==> src/rtl/alu_chk_pkg.sv <==
// Shared types and constants for the golden-vs-suspect ALU sweep controller.
package alu_chk_pkg;

    localparam int WIDTH_DEF = 4;
    localparam int OP_W_DEF  = 2;
    localparam int VEC_W     = 2 * WIDTH_DEF + OP_W_DEF;
    localparam int CNT_W     = VEC_W + 1;

    typedef enum logic [1:0] {
        IDLE  = 2'd0,
        RUN   = 2'd1,
        DRAIN = 2'd2,
        DONE  = 2'd3
    } state_e;

    localparam logic [1:0] OP_ADD = 2'd0;
    localparam logic [1:0] OP_SUB = 2'd1;
    localparam logic [1:0] OP_AND = 2'd2;
    localparam logic [1:0] OP_OR  = 2'd3;

endpackage

==> src/rtl/vec_delay_line.sv <==
// LAT-deep shift register of {valid, vector}. It lines an issued vector up
// with the ALU results that come back LAT cycles later. LAT=0 is a wire.
module vec_delay_line #(
    parameter int LAT = 0,
    parameter int VW  = 10
) (
    input  logic          clk,
    input  logic          rst,
    input  logic          flush,
    input  logic          in_vld,
    input  logic [VW-1:0] in_vec,
    output logic          out_vld,
    output logic [VW-1:0] out_vec
);

    if (LAT == 0) begin : g_wire
        logic unused_ctrl;
        assign unused_ctrl = clk ^ rst ^ flush;
        assign out_vld     = in_vld;
        assign out_vec     = in_vec;
    end else begin : g_shift
        logic [LAT-1:0] vld_q, vld_d;
        logic [VW-1:0]  vec_q [LAT];
        logic [VW-1:0]  vec_d [LAT];

        // Next contents: shift by one; a flush kills every in-flight vector.
        always_comb begin
            vld_d[0] = in_vld;
            vec_d[0] = in_vec;
            for (int i = 1; i < LAT; i++) begin
                vld_d[i] = vld_q[i-1];
                vec_d[i] = vec_q[i-1];
            end
            if (flush) begin
                vld_d = '0;
            end
        end

        // Only the valid bits need a reset; vector payload is qualified by them.
        always_ff @(posedge clk) begin
            if (rst) begin
                vld_q <= '0;
            end else begin
                vld_q <= vld_d;
            end
            vec_q <= vec_d;
        end

        assign out_vld = vld_q[LAT-1];
        assign out_vec = vec_q[LAT-1];
    end

endmodule

==> src/rtl/alu_sweep_controller.sv <==
// Steps every {op,A,B} vector into a golden and a suspect ALU, compares the
// returned results, counts mismatches and captures the first failing vector.
module alu_sweep_controller
    import alu_chk_pkg::*;
#(
    parameter int WIDTH = 4,
    parameter int OP_W  = 2,
    parameter int LAT   = 0
) (
    input  logic                    clk,
    input  logic                    rst,
    input  logic                    start,
    input  logic                    abort,
    input  logic                    stop_on_first,
    output logic [WIDTH-1:0]        alu_a,
    output logic [WIDTH-1:0]        alu_b,
    output logic [OP_W-1:0]         alu_op,
    input  logic [WIDTH-1:0]        golden_result,
    input  logic [WIDTH-1:0]        dut_result,
    output logic                    busy,
    output logic                    done,
    output logic [2*WIDTH+OP_W:0]   mismatch_cnt,
    output logic                    ff_valid,
    output logic [WIDTH-1:0]        ff_a,
    output logic [WIDTH-1:0]        ff_b,
    output logic [OP_W-1:0]         ff_op,
    output logic [WIDTH-1:0]        ff_diff
);

    localparam int            VW         = 2 * WIDTH + OP_W;
    localparam logic [VW-1:0] LAST_VEC   = '1;
    localparam logic [1:0]    DRAIN_INIT = (LAT > 0) ? 2'(LAT - 1) : 2'd0;

    state_e           state_q, state_d;
    logic [VW-1:0]    vec_q, vec_d;
    logic             busy_q, busy_d;
    logic             done_q, done_d;
    logic             stop_q, stop_d;
    logic [VW:0]      cnt_q, cnt_d;
    logic             ffv_q, ffv_d;
    logic [VW-1:0]    ffvec_q, ffvec_d;
    logic [WIDTH-1:0] ffdiff_q, ffdiff_d;
    logic [1:0]       drain_q, drain_d;

    logic             issue_vld;
    logic             flush;
    logic             to_done;
    logic             miss;
    logic             dl_vld;
    logic [VW-1:0]    dl_vec;

    // A vector is live on the ALU inputs only while sweeping forward.
    assign issue_vld = (state_q == RUN);

    vec_delay_line #(
        .LAT (LAT),
        .VW  (VW)
    ) u_delay (
        .clk     (clk),
        .rst     (rst),
        .flush   (flush),
        .in_vld  (issue_vld),
        .in_vec  (vec_q),
        .out_vld (dl_vld),
        .out_vec (dl_vec)
    );

    // Sweep sequencing, result compare and first-fail capture.
    always_comb begin
        state_d  = state_q;
        vec_d    = vec_q;
        busy_d   = busy_q;
        done_d   = done_q;
        stop_d   = stop_q;
        cnt_d    = cnt_q;
        ffv_d    = ffv_q;
        ffvec_d  = ffvec_q;
        ffdiff_d = ffdiff_q;
        drain_d  = drain_q;
        flush    = 1'b0;
        to_done  = 1'b0;
        miss     = dl_vld && busy_q && (golden_result != dut_result);

        case (state_q)
            IDLE, DONE: begin
                if (start) begin
                    state_d  = RUN;
                    vec_d    = '0;
                    busy_d   = 1'b1;
                    done_d   = 1'b0;
                    stop_d   = stop_on_first;
                    cnt_d    = '0;
                    ffv_d    = 1'b0;
                    ffvec_d  = '0;
                    ffdiff_d = '0;
                end
            end
            RUN, DRAIN: begin
                if (abort) begin
                    // Abort beats start and beats any compare in this cycle.
                    state_d = IDLE;
                    vec_d   = '0;
                    busy_d  = 1'b0;
                    done_d  = 1'b0;
                    drain_d = '0;
                    flush   = 1'b1;
                end else begin
                    if (miss) begin
                        cnt_d = cnt_q + 1'b1;
                        if (!ffv_q) begin
                            ffv_d    = 1'b1;
                            ffvec_d  = dl_vec;
                            ffdiff_d = golden_result ^ dut_result;
                        end
                    end
                    if (miss && stop_q) begin
                        to_done = 1'b1;
                        flush   = 1'b1;
                    end else if (state_q == RUN) begin
                        if (vec_q == LAST_VEC) begin
                            if (LAT == 0) begin
                                to_done = 1'b1;
                            end else begin
                                state_d = DRAIN;
                                drain_d = DRAIN_INIT;
                            end
                        end else begin
                            vec_d = vec_q + 1'b1;
                        end
                    end else if (drain_q == 2'd0) begin
                        to_done = 1'b1;
                    end else begin
                        drain_d = drain_q - 2'd1;
                    end
                end
            end
            default: state_d = IDLE;
        endcase

        if (to_done) begin
            state_d = DONE;
            vec_d   = '0;
            busy_d  = 1'b0;
            done_d  = 1'b1;
            drain_d = '0;
        end
    end

    // State, registered outputs and statistics.
    always_ff @(posedge clk) begin
        if (rst) begin
            state_q  <= IDLE;
            vec_q    <= '0;
            busy_q   <= 1'b0;
            done_q   <= 1'b0;
            stop_q   <= 1'b0;
            cnt_q    <= '0;
            ffv_q    <= 1'b0;
            ffvec_q  <= '0;
            ffdiff_q <= '0;
            drain_q  <= '0;
        end else begin
            state_q  <= state_d;
            vec_q    <= vec_d;
            busy_q   <= busy_d;
            done_q   <= done_d;
            stop_q   <= stop_d;
            cnt_q    <= cnt_d;
            ffv_q    <= ffv_d;
            ffvec_q  <= ffvec_d;
            ffdiff_q <= ffdiff_d;
            drain_q  <= drain_d;
        end
    end

    assign alu_b        = vec_q[WIDTH-1:0];
    assign alu_a        = vec_q[2*WIDTH-1:WIDTH];
    assign alu_op       = vec_q[VW-1:2*WIDTH];
    assign busy         = busy_q;
    assign done         = done_q;
    assign mismatch_cnt = cnt_q;
    assign ff_valid     = ffv_q;
    assign ff_b         = ffvec_q[WIDTH-1:0];
    assign ff_a         = ffvec_q[2*WIDTH-1:WIDTH];
    assign ff_op        = ffvec_q[VW-1:2*WIDTH];
    assign ff_diff      = ffdiff_q;

endmodule

==> config.mk <==
export PLATFORM = sky130hd
export DESIGN_NAME = alu_sweep_controller
export DESIGN_NICKNAME = d
export VERILOG_FILES = /design/src/rtl/alu_chk_pkg.sv /design/src/rtl/vec_delay_line.sv /design/src/rtl/alu_sweep_controller.sv
export SDC_FILE = /design/constraint.sdc
export NUM_CORES = 1
export LEC_CHECK = 0
export BUFFER_PORTS_ARGS = -buffer_cell sky130_fd_sc_hd__clkbuf_2
export CELL_PAD_IN_SITES_DETAIL_PLACEMENT = 1
export CELL_PAD_IN_SITES_GLOBAL_PLACEMENT = 1
export CORE_MARGIN = 2
export CORE_UTILIZATION = 44
export CTS_BUF_LIST = sky130_fd_sc_hd__clkbuf_4
export DETAILED_ROUTE_END_ITERATION = 7
export GPL_TIMING_DRIVEN = 1
export PLACE_DENSITY_LB_ADDON = 0.1
export SYNTH_ARGS = -nofsm -noshare
export SYNTH_HDL_FRONTEND = slang
export SYNTH_SLANG_ARGS = --single-unit
==> constraint.sdc <==
create_clock -name clk -period 5.85 [get_ports clk]
set_input_delay 1.17 -clock clk [delete_from_list [all_inputs] [get_ports clk]]
set_output_delay 1.17 -clock clk [all_outputs]
set_load 0.005 [all_outputs]
== Yosys cells after proc, flatten, opt, wreduce, memory -nomap -nowiden ==
Cells that the tools add are included.

* $add $sub $neg: 3
* Eq/ne operators: 18
* Muxes and demuxes: 42
* Bitwise gates (word level): 1
* Reductions and logical operators: 15

{| class="wikitable"
|+ Operators by type and width
! kind !! count
|-
| 10-bit 2-to-1 mux || 8
|-
| 10-bit case mux with 2 select lines || 2
|-
| 11-bit 2-to-1 mux || 3
|-
| 11-bit case mux with 2 select lines || 1
|-
| 4-bit 2-to-1 mux || 4
|-
| 2-bit inequality test (second input constant) || 8
|-
| 3-bit inequality test (second input constant) || 5
|-
| 2-bit 2-to-1 mux || 7
|-
| 1-bit 2-to-1 mux || 12
|-
| 4-bit AND reduction || 3
|-
| 11-bit by 1-bit adder with 11-bit output (second input constant) || 1
|-
| 10-bit by 1-bit adder with 10-bit output (second input constant) || 1
|-
| 10-bit equality test (second input constant) || 1
|-
| 4-bit case mux with 2 select lines || 1
|-
| 1-bit case mux with 2 select lines || 3
|-
| 2-bit AND reduction || 3
|-
| 2-bit OR reduction || 3
|-
| 2-bit equality test (second input constant) || 2
|-
| 2-bit zero test || 2
|-
| 4-bit inequality test || 1
|-
| 2-bit case mux with 2 select lines || 1
|-
| 4-bit XOR || 1
|-
| 1-bit logical AND || 3
|-
| 3-bit AND reduction || 1
|-
| 2 further kinds || 2
|}

* Register bits after elaboration: 43
* Input bits: 13
* Logic and storage cells: 89

== Depth between registers and ports, before layout ==
Gate-level depths: netlist of the first run.

* Depth after elaboration: 9
* Gate-level depth with buffers: 8
* Gate-level depth less buffers: 7

== Modules after synthesis ==
From an unflattened synthesis of the first run, not the netlist that was laid out.

* Cells, all modules: 271
* Area total of the unflattened synthesis: 2383.5 um2

{| class="wikitable"
|+ Modules (own cells, without submodules)
! module !! times used !! cells each !! area each (um2) !! sequential area each (um2)
|-
| alu_sweep_controller || 1 || 260 || 2301.0 || 840.8
|-
| vec_delay_line || 1 || 11 || 82.6 || 0.0
|}

== Least setup slack after synthesis of the first run ==
Ideal clock, no wire load.

* Kind: input to register
* Start: input dut_result[3]
* End: register cnt_q[5], in the netlist mismatch_cnt[5]
* Setup time: 0.133 ns
* Data arrival time: 2.329 ns
* Slack: 3.388 ns
* Stages: 6
* Buffers on the path: 1
* Path through: xor2_1 > o41ai_4 > buf_4 > nor2_1 > a31oi_1 > a211oi_1

* Word-level cells in the longest chain between the ends: 4

{| class="wikitable"
|+ RTL lines
! what !! line !! text
|-
| start: declaration || alu_sweep_controller.sv:19 || <nowiki>input logic [WIDTH-1:0] dut_result,</nowiki>
|-
| 4-bit inequality test || alu_sweep_controller.sv:82 || <nowiki>miss = dl_vld && busy_q && (golden_result != dut_result);</nowiki>
|-
| 1-bit logical AND || alu_sweep_controller.sv:82 ||
|-
| 2-bit inequality test (no line) || n/a ||
|-
| 3-bit AND reduction (no line) || n/a ||
|-
| end signal: assignment || alu_sweep_controller.sv:168 || <nowiki>cnt_q <= cnt_d;</nowiki>
|-
| end: declaration || alu_sweep_controller.sv:39 || <nowiki>logic [VW:0] cnt_q, cnt_d;</nowiki>
|}

Every way passes these cells.
A chain may end at the register's enable or synchronous reset.

== Worst setup path after layout of the first run ==
* Start: register state_q[1]
* End: register ffvec_q[5]

* Word-level cells in the longest chain between the ends: 5
* Elaborated cells between the ends (all ways): 14
* Classes of those cells: eq/ne: 7; mux: 1; reduce/logical: 6

{| class="wikitable"
|+ RTL lines
! what !! line !! text
|-
| start: declaration || alu_sweep_controller.sv:34 || <nowiki>state_e state_q, state_d;</nowiki>
|-
| start signal: assignment || alu_sweep_controller.sv:163 || <nowiki>state_q <= state_d;</nowiki>
|-
| 2-bit by 1-bit equality test with 1-bit output || alu_sweep_controller.sv:53, alu_sweep_controller.sv:84 ||
|-
| 1-bit logical AND (2 in a row) || alu_sweep_controller.sv:82 ||
|-
| 2-bit inequality test (no line) || n/a ||
|-
| 4-bit AND reduction (no line) || n/a ||
|-
| end signal: assignment || alu_sweep_controller.sv:170 || <nowiki>ffvec_q <= ffvec_d;</nowiki>
|-
| end: declaration || alu_sweep_controller.sv:41 || <nowiki>logic [VW-1:0] ffvec_q, ffvec_d;</nowiki>
|}

Several ways; a longest one is shown, not always the timed one.

==> results of run 1 <==
==> state kept, by name (all words and copies together), names as in the netlist <==
register	count
state_q	2
vec_q	10
ffvec_q	10
drain_q	2
ff_valid	1
ff_diff	4
mismatch_cnt	11
busy	1
stop_q	1
==> worst reg2reg max path, cell delays in order (launching register included) <==
cell       delay [ns]
dfxtp_1          0.41
inv_1            0.07
ha_1             0.59
and4bb_2         0.48
o41ai_4          0.19
a2bb2oi_4        0.54
mux2i_1          0.27
nor2_1           0.06
==> Yosys cell counts (6+ instances only) <==
| cell | number |
|---|---|
| nand2_1 | 13 |
| a21oi_1 | 22 |
| or4_1 | 7 |
| dfxtp_1 | 42 |
| nand3_1 | 11 |
| mux2i_1 | 15 |
| nor2b_1 | 12 |
| inv_1 | 7 |
| nor2_1 | 39 |
| o21ai_0 | 6 |
==> metal layers <==
metal  vias to the layer above  part of all wire (%)  global-route usage [%]
met3                         7                   3.4                    4.39
li1                        985                     -                       -
met5                         -                     0                       0
met2                        42                    49                    35.6
met4                         0                   1.2                    5.45
met1                       960                    47                    26.9
==> power by group through the flow <==
stage	Clock, mW	Combinational, mW	Sequential [mW]
final	0.186	0.272	0.318
after global routing	0.204	0.303	0.320
after CTS	0.192	0.273	0.318
after detailed placement	0	0.270	0.324
after global placement	0	0.268	0.324
after floorplan	0	0.214	0.322
==> final cells by class <==
cell class | count | area [µm²] | area share [%]
clock buffers | 5 | 37.5 | 1.49
clock inverters | 3 | 40.0 | 1.59
inverters | 7 | 26.3 | 1.04
multi-input cells | 188 | 1240 | 49.2
flip-flops and latches | 42 | 841 | 33.4
well taps | 67 | 83.8 | 3.33
repair buffers | 50 | 250 | 9.94
==> final timing paths <==
| check | end | slack, ns |
|---|---|---|
| setup / recovery | ffvec_q[5] | 3.12 |
| hold / removal | stop_q | 0.47 |
| setup reg to reg | ffvec_q[5] | 3.12 |
| hold reg to reg | stop_q | 0.47 |
==> through the flow <==
stage	worst slack [ns]	hold slack [ns]	cells
after floorplan	3.39	0.437	245
after global placement	2.82	0.445	354
after detailed placement	2.75	0.457	354
after CTS	3.11	0.482	362
after global routing	2.93	0.512	362
final	3.12	0.474	362
==> kinds of logic after synthesis <==
| kind of cell | after synthesis |
|---|---|
| buf+inv | 15 |
| fa+ha+maj | 5 |
| mux | 16 |
| simple gates | 105 |
| xor+xnor | 8 |
| flops | 42 |
| compound gates | 54 |
==> results.py, run 1 <==
metrics = {
    "run_status": {
        "outcome": "completed",
    },
    "clocking": {
        "cts_setup_buffers": 0,
        "cts_htree_levels": 2,
        "cts_tree": "built",
        "clkTransAtPathRegs_ns": 0.12,
        "cts_buffers": 5,
        "cts_max_path_buffers": 2,
        "cts_resized": 0,
        "cts_hold_buffers": 0,
        "clockRootBuffer": "clkbuf_4",
        "clk_latency_ns": 0.36,
        "clock-sinks": 42,
    },
    "synthesis": {
        "synth_xor_area_share_pct": 3.26,
        "syn_area_per_cell_um2": 8.77,
        "synth-edff-count": 0,
        "synth_top_family_by_area": "simple AND/OR/NAND/NOR gates",
        "ys_types": 46,
        "synthMuxAreaShare_pct": 7.51,
        "yosys.area_share.simple_pct": 25.5,
        "synth_top_cell_by_area": "dfxtp_1",
        "syn-num-nets": 263,
        "netlist_top_cells_area": "dfxtp_1 39%, mux2i_1 7.0%, nor2_1 6.8%, a21oi_1 5.1%, nor2b_1 3.5%",
        "synthFlopType": "dfxtp_1",
        "netlist.area_leader.share_pct": 39.1,
        "ys_ff_latch": 42,
        "synthAdderAreaFrac_pct": 2.91,
        "syn_area_um2": 2150,
        "yosysSeqAreaShare_pct": 39.1,
        "netlist_instances": 245,
        "synth_compound_area_share_pct": 18.5,
        "synthArstFlopShare_pct": 0,
        "yosys_warnings": 0,
    },
    "die": {
        "rows": 25,
        "initial_core_util_pct": 45.5,
        "die_h_um": 73.9,
        "pin_count": 51,
        "core_um2": 4720,
        "dieArea_um2": 5460,
        "die_x_um": 73.9,
    },
    "power_and_ir_drop": {
        "internal-power_mw": 0.491,
        "p_total_mw": 0.776,
        "p_seq_share_pct": 41.0,
        "ir_worst_vdd_mv": 0.197,
        "comb_power_share_pct": 35.0,
        "switching_share_pct": 36.8,
        "p_per_area_nw_per_um2": 308,
        "p_clk_share_pct": 24.0,
        "power_switching_mw": 0.286,
        "p_leak_nw": 0.987,
    },
    "timing": {
        "clock-skew-final_ns": 0.00621,
        "fin_crit_ns": 2.73,
        "fmax_mhz": 367,
        "final_hold_viol_count": 0,
        "rsz0062_at_grt": "no",
        "slew-limit-headroom_pct": 44.5,
        "finalSetupViolations": 0,
        "finalCritPeriodShare_pct": 46.6,
        "setup-tns-final_ns": 0,
        "worst_pin_slew_ns": 0.829,
        "slew_viol_final": 0,
    },
    "global_routing": {
        "grt_max_degree": 30,
        "grt.total_usage_pct": 21.0,
        "grt_pass1_vias": 1866,
        "antenna_found_initial": 0,
        "grt_pass1_wl_um": 8860,
        "overflow": 0,
    },
    "min_path": {
        "hold_depth": 2,
        "hold_path_class": "reg2reg",
        "worstHoldStart": "stop_q",
    },
    "worst_setup_path": {
        "r2r_cells": 7,
        "critPathKind": "reg2reg",
        "crit_buf_inv": 1,
        "critPathArrivalTime_ns": 2.96,
        "worstPathCellList": "inv_1 -> ha_1 -> and4bb_2 -> o41ai_4 -> a2bb2oi_4 -> mux2i_1 -> nor2_1",
        "cp_max_fo": 23,
        "max_stage_delay_ns": 0.59,
        "worst_setup_path_start_kind": "flip-flop",
        "crit_cells": 7,
        "timing.rr.start": "state_q[1]",
        "critical_path.slowest_cell": "ha_1",
        "cp-end-kind": "flip-flop",
        "startpoint": "state_q[1]",
        "crit_required_ns": 6.09,
        "timing.critical_path.max_delay_family": "compound AO/OA/AOI/OAI gates",
    },
    "detailed_routing": {
        "dr.pass1.iters": 4,
        "drtIter0Drc": 119,
        "via_per_inst": 5.51,
        "ant_nets": 0,
        "drt_wl_total_um": 5360,
        "wl_per_cell_um": 14.8,
        "via_count": 1994,
        "drc": 0,
    },
    "finish": {
        "nets": 312,
        "diodes": 0,
        "final_util_pct": 53.3,
        "areaGrowthSynthToFinish_pct": 17.1,
        "final_cell_mix": "50 x clkbuf_2, 42 x dfxtp_1, 39 x nor2_1",
        "fin_area_um2": 2520,
        "drive_above_1_share_pct": 23.1,
        "layout_commonest_cell": "clkbuf_2",
        "fillers": 588,
    },
    "placed_design": {
        "placed_area_um2": 2440,
        "place.port_buffers": 50,
        "hpwl_um": 4030,
        "routabilityCongestion": 0.769,
    },
    "job": {
        "maxCapViolCount": 0,
    },
}
Note: power is estimated with default switching activity, not from simulation.
==> run 2, diff against run 1 <==
- CORE_UTILIZATION: 44 -> 41
- clock period: 5.85 -> 2.7 ns (I/O delays scaled with it)
==> run 2 against run 1 <==
- wire length fell by 0.73%
- setup slack lost 2.8 ns
- critical path depth unchanged
- cell area increased by 0.50%
- critical path type unchanged
- global-route usage down 2.0 points
- largest cell class unchanged
- count of clock-buffer cells in the layout stayed put
- final cell count grew 1.1%
- non-clock buffer count is 2 higher
- hold slack worse by 0.041 ns
- combinational power grew 120%
==> results.py, run 2 (synthesized netlist as in run 1, its figures left out) <==
metrics = {
    "run_status": {
        "outcome": "completed",
    },
    "die": {
        "pin_count": 51,
        "dieArea_um2": 5840,
        "die_h_um": 76.4,
        "rows": 26,
        "die_x_um": 76.4,
        "core_um2": 5070,
        "initial_core_util_pct": 42.4,
    },
    "finish": {
        "fin_cells": 366,
        "drive_above_1_share_pct": 23.0,
        "fillers": 641,
        "final_cell_mix": "50 x clkbuf_2, 42 x dfxtp_1, 39 x nor2_1",
        "areaGrowthSynthToFinish_pct": 17.7,
        "final_util_pct": 49.9,
        "diodes": 0,
        "largest_register_ffs": 11,
        "nets": 314,
        "layout_commonest_cell": "clkbuf_2",
    },
    "worst_setup_path": {
        "critPathArrivalTime_ns": 2.65,
        "critPathKind": "reg2reg",
        "cp-end-kind": "flip-flop",
        "crit_required_ns": 2.95,
        "cp_max_fo": 15,
        "worst_setup_path_start_kind": "flip-flop",
    },
    "global_routing": {
        "grt_pass1_vias": 1861,
        "overflow": 0,
        "grt.total_usage_pct": 19.0,
        "grt_pass1_wl_um": 8870,
        "grt_max_degree": 29,
        "antenna_found_initial": 0,
    },
    "job": {
        "maxCapViolCount": 0,
    },
    "timing": {
        "fin_crit_ns": 2.40,
        "slew-limit-headroom_pct": 44.8,
        "rsz0062_at_grt": "no",
        "setup-tns-final_ns": 0,
        "holdWs_ns": 0.433,
        "finalSetupViolations": 0,
        "finalCritPeriodShare_pct": 88.9,
        "clock-skew-final_ns": 0.00834,
        "fmax_mhz": 417,
        "worst_pin_slew_ns": 0.826,
        "slew_viol_final": 0,
        "final_hold_viol_count": 0,
    },
    "clocking": {
        "cts_tree": "built",
        "cts_buffers": 5,
        "clk_latency_ns": 0.35,
        "cts_htree_levels": 2,
        "cts_resized": 0,
        "cts_hold_buffers": 0,
        "cts_max_path_buffers": 2,
        "clock-sinks": 42,
        "clkTransAtPathRegs_ns": 0.12,
        "clockRootBuffer": "clkbuf_4",
        "cts_setup_buffers": 0,
    },
    "detailed_routing": {
        "dr.pass1.iters": 4,
        "via_count": 1959,
        "drtIter0Drc": 89,
        "wl_per_cell_um": 14.5,
        "ant_nets": 0,
        "drc": 0,
        "drt_wl_total_um": 5330,
        "via_per_inst": 5.35,
    },
    "placed_design": {
        "dp.cells": 359,
        "place.port_buffers": 50,
        "hpwl_um": 3970,
        "routabilityCongestion": 0.775,
    },
    "power_and_ir_drop": {
        "ir_worst_vdd_mv": 0.335,
        "p_total_mw": 1.68,
        "p_per_area_nw_per_um2": 664,
        "p_leak_nw": 0.991,
    },
    "min_path": {
        "hold_path_class": "in2reg",
    },
}
-- run 2: final cells by class --
| type | count | area, µm² | share of cell area [%] |
|---|---|---|---|
| timing repair buffer | 52 | 265 | 10.5 |
| sequential | 42 | 841 | 33.2 |
| multi-input combinational | 188 | 1240 | 49.0 |
| clock buffer | 5 | 37.5 | 1.48 |
| inverter | 7 | 26.3 | 1.04 |
| clock inverter | 2 | 33.8 | 1.34 |
| tap | 70 | 87.6 | 3.46 |
-- run 2: per-layer routing --
metal	vias up	part of all wire, %	routed length, µm	track usage (%)
met5	-	0	0	0
met4	0	1.2	63	6.36
met3	5	3.4	179	5.33
met2	34	48	2560	31.8
met1	935	47	2520	23.5
li1	985	-	-	-
-- run 2: final timing paths --
kind,cells after the start,endpoint,slack [ns],start
worst max-delay path,7,ffvec_q[9],0.30,state_q[1]
worst max register to register,7,ffvec_q[9],0.30,state_q[1]
worst min register to register,2,stop_q,0.48,stop_q
worst min-delay path,3,stop_q,0.43,stop_on_first
-- run 2: power breakdown --
part	leakage [nW]	internal, mW	switching (mW)	total [mW]
Clock	0.0387	0.187	0.204	0.391
Sequential	0.339	0.659	0.0311	0.690
Combinational	0.613	0.222	0.376	0.598
Total	0.991	1.07	0.611	1.68
-- run 2: metrics by stage --
stage                     worst slack (ns)  area (µm²)
after detailed placement             0.258        2460
final                                0.299        2530
after CTS                            0.294        2530
after global placement               0.307        2460
after global routing                 0.139        2530
after floorplan                      0.757        2150
-- run 2: worst max-delay path, stage by stage (launching register included) --
cell and delay, ns:
dfxtp_1 0.41, inv_1 0.06, ha_1 0.36, and4bb_2 0.39, o41ai_4 0.20, a2bb2oi_4 0.55, mux2i_1 0.27, nor2_1 0.06
==> run 3, diff against run 2 <==
- RECOVER_POWER: default -> 100
==> run 3 against run 2 <==
- largest power group unchanged
- critical path depth unchanged
- critical endpoint unchanged
- sequential share of layout area up 0.55 points
- global-route usage unchanged
- utilization down 0.81 points
- combinational power down 3.3%
- cell area down 1.6%
- die area unchanged
- clock power about the same
- non-clock buffer count unchanged
- register-to-register slack worse by 0.02 ns
- setup slack worse by 0.021 ns
==> results.py, run 3 (synthesized netlist as in run 1, its figures left out) <==
metrics = {
    "clocking": {
        "clkTransAtPathRegs_ns": 0.12,
        "cts_htree_levels": 2,
        "cts_hold_buffers": 0,
        "clk_latency_ns": 0.35,
        "cts_buffers": 5,
        "clock-sinks": 42,
        "cts_tree": "built",
        "cts_resized": 0,
        "clockRootBuffer": "clkbuf_4",
        "cts_setup_buffers": 0,
        "cts_max_path_buffers": 2,
    },
    "power_and_ir_drop": {
        "p_leak_nw": 0.928,
        "p_per_area_nw_per_um2": 667,
        "comb_power_share_pct": 34.8,
        "ir_worst_vdd_mv": 0.326,
        "p_clk_share_pct": 23.6,
        "p_total_mw": 1.66,
        "power_switching_mw": 0.604,
        "internal-power_mw": 1.06,
        "switching_share_pct": 36.4,
        "p_seq_share_pct": 41.6,
    },
    "finish": {
        "layout_commonest_cell": "dfxtp_1",
        "final_cell_mix": "42 x dfxtp_1, 40 x nor2_1, 35 x clkbuf_2",
        "diodes": 0,
        "drive_above_1_share_pct": 16.9,
        "multiInputGateArea_um2": 1220,
        "ff_latch_area_um2": 841,
        "areaGrowthSynthToFinish_pct": 15.8,
        "fillers": 652,
        "fin_area_um2": 2490,
        "largest_register_ffs": 11,
        "nets": 314,
    },
    "timing": {
        "rsz0062_at_grt": "no",
        "finalSetupViolations": 0,
        "slew_viol_final": 0,
        "fin_crit_ns": 2.42,
        "setup_ws_ns": 0.278,
        "finalCritPeriodShare_pct": 89.7,
        "fmax_mhz": 413,
        "setup-tns-final_ns": 0,
        "clock-skew-final_ns": 0.00791,
        "final_hold_viol_count": 0,
        "slew-limit-headroom_pct": 44.5,
        "worst_pin_slew_ns": 0.830,
    },
    "placed_design": {
        "routabilityCongestion": 0.775,
        "pre_cts_slack_ns": 0.258,
        "place.port_buffers": 50,
        "hpwl_um": 3970,
        "placed_area_um2": 2460,
    },
    "die": {
        "die_h_um": 76.4,
        "dieArea_um2": 5840,
        "rows": 26,
        "pin_count": 51,
        "core_um2": 5070,
        "die_x_um": 76.4,
        "initial_core_util_pct": 42.4,
    },
    "job": {
        "maxCapViolCount": 0,
    },
    "detailed_routing": {
        "wl_per_cell_um": 14.5,
        "drc": 0,
        "drt_wl_total_um": 5310,
        "dr.pass1.iters": 4,
        "via_count": 1953,
        "ant_nets": 0,
        "drtIter0Drc": 87,
        "via_per_inst": 5.34,
    },
    "worst_setup_path": {
        "cp-end-kind": "flip-flop",
        "worst_setup_path_start_kind": "flip-flop",
        "critPathArrivalTime_ns": 2.67,
        "r2r_slack_ns": 0.28,
        "cp_max_fo": 15,
        "crit_required_ns": 2.95,
        "critPathKind": "reg2reg",
    },
    "global_routing": {
        "grt_pass1_wl_um": 8870,
        "overflow": 0,
        "antenna_found_initial": 0,
        "grt_pass1_vias": 1861,
        "grt_max_degree": 29,
        "grt.total_usage_pct": 19.0,
    },
    "run_status": {
        "outcome": "completed",
    },
    "min_path": {
        "hold_path_class": "in2reg",
    },
}
==> run 3: layer usage <==
metal  global-route usage (%)  up-vias  routed length (µm)
li1                         -      987                   -
met1                     23.5      925                2510
met2                     31.8       36                2530
met3                     5.33        5                 203
met4                     6.36        0                  63
met5                        0        -                   0
==> run 3: worst paths after layout <==
path                                    start          to  depth (start not counted)
worst max register to register     state_q[1]  ffvec_q[9]                          7
worst min-delay path            stop_on_first      stop_q                          3
worst min register to register         stop_q      stop_q                          2
worst max-delay path               state_q[1]  ffvec_q[9]                          7
==> run 3: through the flow <==
stage	utilization (%)	hold slack (ns)	cells
2_1_floorplan	-	0.437	245
3_3_place_gp	48.4	0.447	359
3_5_place_dp	48.4	0.455	359
4_1_cts	49.9	0.424	366
5_1_grt	49.0	0.397	366
6_report	49.0	0.429	366
==> run 3: worst max-delay path, stage by stage (launching register included) <==
cell and delay, ns:
dfxtp_1 0.41, inv_1 0.06, ha_1 0.36, and4bb_1 0.39, o41ai_4 0.22, a2bb2oi_4 0.55, mux2i_1 0.26, nor2_1 0.06
==> run 3: final cells by class <==
type	instances	area share, %
Tap cell	70	3.52
Clock buffer	5	1.51
Inverter	7	1.06
Multi-Input combinational cell	188	48.9
Clock inverter	2	1.36
Timing Repair Buffer	52	9.90
Sequential cell	42	33.8
==> run 3: power by group through the flow <==
stage | registers (mW) | logic (mW) | clock network (mW)
global placement | 0.703 | 0.596 | 0
floorplan | 0.698 | 0.465 | 0
detailed placement | 0.704 | 0.596 | 0
global route | 0.695 | 0.644 | 0.445
CTS | 0.691 | 0.600 | 0.408
finish | 0.690 | 0.578 | 0.392
